## src/rtl/grf_mp.sv

```systemverilog
// Multi-port general register file: NRD combinational read ports with write bypass,
// two prioritised write ports, and a pending-write scoreboard for decode hazards.
module grf_mp #(
  parameter int unsigned DATA_W   = 32,
  parameter int unsigned ADDR_W   = 5,
  parameter int unsigned NRD      = 2,
  parameter int unsigned ZERO_REG = 1
) (
  input  logic                    clk,
  input  logic                    reset,
  input  logic [NRD*ADDR_W-1:0]   rd_addr,
  output logic [NRD*DATA_W-1:0]   rd_data,
  output logic [NRD-1:0]          rd_busy,
  input  logic                    we0,
  input  logic [ADDR_W-1:0]       wa0,
  input  logic [DATA_W-1:0]       wd0,
  input  logic                    we1,
  input  logic [ADDR_W-1:0]       wa1,
  input  logic [DATA_W-1:0]       wd1,
  input  logic                    iss_valid,
  input  logic [ADDR_W-1:0]       iss_addr,
  input  logic                    clr_all,
  output logic [(1<<ADDR_W)-1:0]  busy_vec
);

  localparam int unsigned DEPTH = 1 << ADDR_W;
  localparam bit          ZR    = (ZERO_REG != 0);

  logic [DATA_W-1:0] regs [DEPTH];
  logic [DEPTH-1:0]  busy;
  logic [DEPTH-1:0]  busy_next;
  logic              wv0;
  logic              wv1;

  assign wv0 = we0 && !(ZR && (wa0 == '0));
  assign wv1 = we1 && !(ZR && (wa1 == '0));

  // Port 1 is written last so it overrides port 0 on an address collision.
  always_ff @(posedge clk or negedge reset) begin
    if (!reset) begin
      for (int i = 0; i < DEPTH; i++) begin
        regs[i] <= '0;
      end
    end else begin
      if (wv0) regs[wa0] <= wd0;
      if (wv1) regs[wa1] <= wd1;
    end
  end

  always_comb begin
    busy_next = busy;
    for (int i = 0; i < DEPTH; i++) begin
      if (clr_all) begin
        busy_next[i] = 1'b0;
      end else if (iss_valid && (iss_addr == ADDR_W'(i))) begin
        busy_next[i] = 1'b1;
      end else if ((we0 && (wa0 == ADDR_W'(i))) || (we1 && (wa1 == ADDR_W'(i)))) begin
        busy_next[i] = 1'b0;
      end
    end
    if (ZR) busy_next[0] = 1'b0;
  end

  always_ff @(posedge clk or negedge reset) begin
    if (!reset) begin
      busy <= '0;
    end else begin
      busy <= busy_next;
    end
  end

  assign busy_vec = busy;

  // A write landing this cycle is bypassed, so the reader already has the final value.
  for (genvar k = 0; k < NRD; k++) begin : g_rd
    logic [ADDR_W-1:0] a;
    logic              valid;
    logic              hit0;
    logic              hit1;

    assign a     = rd_addr[k*ADDR_W +: ADDR_W];
    assign valid = !(ZR && (a == '0));
    assign hit0  = we0 && (wa0 == a);
    assign hit1  = we1 && (wa1 == a);

    assign rd_data[k*DATA_W +: DATA_W] = !valid ? '0 :
                                         hit1   ? wd1 :
                                         hit0   ? wd0 : regs[a];
    assign rd_busy[k] = busy[a] && !(hit0 || hit1);
  end

endmodule

```

## config.mk

```make
export PLATFORM = sky130hd
export DESIGN_NAME = grf_mp
export DESIGN_NICKNAME = d
export VERILOG_FILES = /design/src/rtl/grf_mp.sv
export SDC_FILE = /design/constraint.sdc
export NUM_CORES = 2
export LEC_CHECK = 0
export ABC_CLOCK_PERIOD_IN_PS = 2750
export CAP_MARGIN = 20
export CORE_MARGIN = 10
export CORE_UTILIZATION = 45
export CTS_BUF_LIST = sky130_fd_sc_hd__clkbuf_8
export DETAILED_ROUTE_END_ITERATION = 7
export GPL_ROUTABILITY_DRIVEN = 1
export SLEW_MARGIN = 20
export SYNTH_ARGS = -nofsm -noshare
export SYNTH_HDL_FRONTEND = slang
export SYNTH_SLANG_ARGS = --single-unit
export TNS_END_PERCENT = 10
```

## constraint.sdc

```tcl
create_clock -name clk -period 2.75 [get_ports clk]
set_clock_uncertainty 0.1 [all_clocks]
set_input_delay 0.4125 -clock clk [delete_from_list [all_inputs] [get_ports clk]]
set_output_delay 0.4125 -clock clk [all_outputs]
set_load 0.01 [all_outputs]
```

==> metrics.cfg <==
[floorplan]
rows = 141
die_area_um2 = 164800
die_y_um = 406.0
initial_core_util = 0.4534
core_um2 = 147800
io_pins = 193
die_w_um = 406.0

[sta]
fmax_mhz = 275.5
setup_violations = 66
tns_ns = -44.37
slew_violations = 0
fin_crit_sh = 1.320
maxSlewHeadroom = 0.3359
setup_slack_ns = -0.8801
min_period_ns = 3.630
rsz0062_at_grt = yes
worst_slew_pin_slew_ns = 0.9928
hold_viol_final = 0

[synth]
yosysTopAreaCell = dfrtp_1
ys_top_cells_by_area = dfrtp_1, mux4_2, mux2i_1
yosysWarningCount = 0
synth_edf_count = 0
ys_top_cells_by_count = dfrtp_1, mux2i_1, nor2_1, a21oi_1, nand2_1
syn_area_per_cell_um2 = 10.29
ys_ff_latch = 1055
synth.net_count = 6611
yosysUniqueCellTypes = 58
synthCells = 6516
async_reset_ff_frac = 1.000
netlist_area_um2 = 67030
synth_top_area_frac = 0.3938
synth_most_common_cell = dfrtp_1
synth_top_flop_cell = dfrtp_1
seq_area_frac_synth = 0.3938

[hold_path]
min_path_type = in -> reg

[detailed_routing]
viasPerCell = 6.728
detail-route-antenna-nets = 0
vias = 62040
firstDrtPassIters = 8
route.detailed.drc = 6
wl_per_cell_um = 34.75
drt-initial-drc-count = 9663
routed_wl_um = 320400

[final_layout]
drive_above_1_share = 0.3051
stdcell_area_um2 = 84230
multiInputGateArea_um2 = 38310
ff_latch_area_um2 = 26400
final_cells = 9221
finalNetCount = 7240
area_growth_pct = 25.66
fillers = 12630

[clock_tree]
clock_path_buffers = 3
numCtsBuffers = 189
cts_root_buf = clkbuf_8
insertion_delay_ns = 0.93
clock_sinks = 1055
cts_tree = done
htreeDepth = 4
clk_pin_slew_worst_paths_ns = 0.06

[run_status]
violations = DRC, setup timing
status = complete, but fails checks

[worst_setup_path]
end_kind = output pin
cp_max_fo = 3
crit_type = reg -> out
path_delay_family = multiplexers
crit_path_top_delay_cell = mux4_2
cp_num_buf_inv = 1
crit_top_cell = mux4_2
cp.required_ns = 2.24
max_stage_delay_ns = 0.57
cp-start-kind = register
crit_arrival_ns = 3.12
crit_path_cell_trace = mux4_2 -> mux4_2 -> and3_4 -> a211o_4 -> buf_6

[grt]
grt_overflow = 0
grt_pass1_vias = 59910
grt_usage = 0.3797
grt_pass1_wl_um = 451100
grt_max_degree = 116
antenna_found_initial = 11

[place]
place_area_um2 = 79520
dpl.hpwl_um = 215300
placed_cells = 8878
place_congestion = 0.9971
port_buffers = 191

[pwr]
power_density_nw_per_um2 = 662.0
vdd_ir_drop_max_uv = 582.0
leakage_nw = 36.27

[job]
max-cap-violations = 0

## timing repair
action                     in CTS  in global routing
hold endpoints to repair      760                  0
buffers inserted               10                  4
pin swaps                      46                 36
resized for setup             331                 90
setup endpoints to repair      66                 66
hold buffers                    2                  0
## final timing paths
check / startpoint / end / slack, ns / depth (start not counted)
max: regs[19] / rd_data[19] / -0.88 / 5
min: wd0[28] / regs[252] / 0.12 / 3
max reg2reg: busy_vec[5] / busy_vec[5] / 1.64 / 4
min reg2reg: regs[998] / regs[998] / 0.30 / 0
max in group asynchronous: reset / regs[257] / 0.84 / 3
min in group asynchronous: reset / busy_vec[25] / 0.28 / 3
## state kept, by name, indices dropped and copies added (netlist names)
signal	flops
busy_vec	31
regs	1024
## stage by stage
step / utilization / setup WS, ns / power, mW / hold WS (ns)
CTS: 0.5678 / -0.9028 / 55.11 / 0.06579
global route: 0.5697 / -0.9017 / 57.92 / 0.1169
floorplan: - / 0.03482 / 32.06 / 0.01691
detailed placement: 0.5379 / -1.561 / 39.66 / 0.2836
finish: 0.5698 / -0.8801 / 55.76 / 0.1211
global placement: 0.5379 / -1.565 / 39.03 / 0.2779
## final cells by class
type                            count  area share
Multi-Input combinational cell   4592      0.4548
Clock inverter                     91    0.005422
Antenna cell                        6   0.0001782
Clock buffer                      240     0.03921
Timing Repair Buffer             1299      0.1579
Sequential cell                  1055      0.3135
Inverter                            8   0.0003713
Tap cell                         1930     0.02867
## cells by family (layout without fill, tap and decap cells)
logic type / Yosys count / in the layout / synth area share
and+or+nand+nor: 1612 / 1612 / 0.09571
muxes: 1503 / 1503 / 0.3224
AOI/OAI and AO/OA: 1456 / 1456 / 0.1284
DFF: 1055 / 1055 / 0.3938
buffers and inverters: 869 / 1638 / 0.05702
xor gates and xnor gates: 20 / 20 / 0.002613
other: 1 / 7 / 0.00005594
## worst register-to-register path, cell delays in order (launching register included)
cell     delay [ns]
dfrtp_1        0.38
buf_4          0.14
buf_4          0.13
a32oi_1        0.18
nor2_1         0.06
## placed cells by master (no fill, tap or decap), types with 31 or more instances in the layout
master,instances
buf_4,857
a32oi_1,107
buf_12,251
nor2_1,861
dfrtp_1,1052
nor2b_1,39
o21ai_0,107
a31oi_1,134
a22o_1,31
inv_1,58
clkbuf_8,241
o21ai_1,143
mux2i_1,938
a211oi_2,40
mux4_2,521
nand2_1,519
a22oi_1,71
clkdlybuf4s50_1,110
a21oi_1,703
## metal layers
| metal | share of wire | track usage | up-vias |
|---|---|---|---|
| met4 | 0.068 | 0.2198 | 8 |
| met5 | 0.00028 | 0 | - |
| met2 | 0.42 | 0.5377 | 4991 |
| li1 | - | - | 25080 |
| met3 | 0.14 | 0.1340 | 1096 |
| met1 | 0.37 | 0.5014 | 30860 |
## power by group
group	leakage, nW	internal, mW	switching (mW)
logic	21.3	9.75	7.96
registers	12.8	19.5	3.15
clock network	2.18	7.90	7.49
Note: power is estimated with default switching activity, not from simulation.
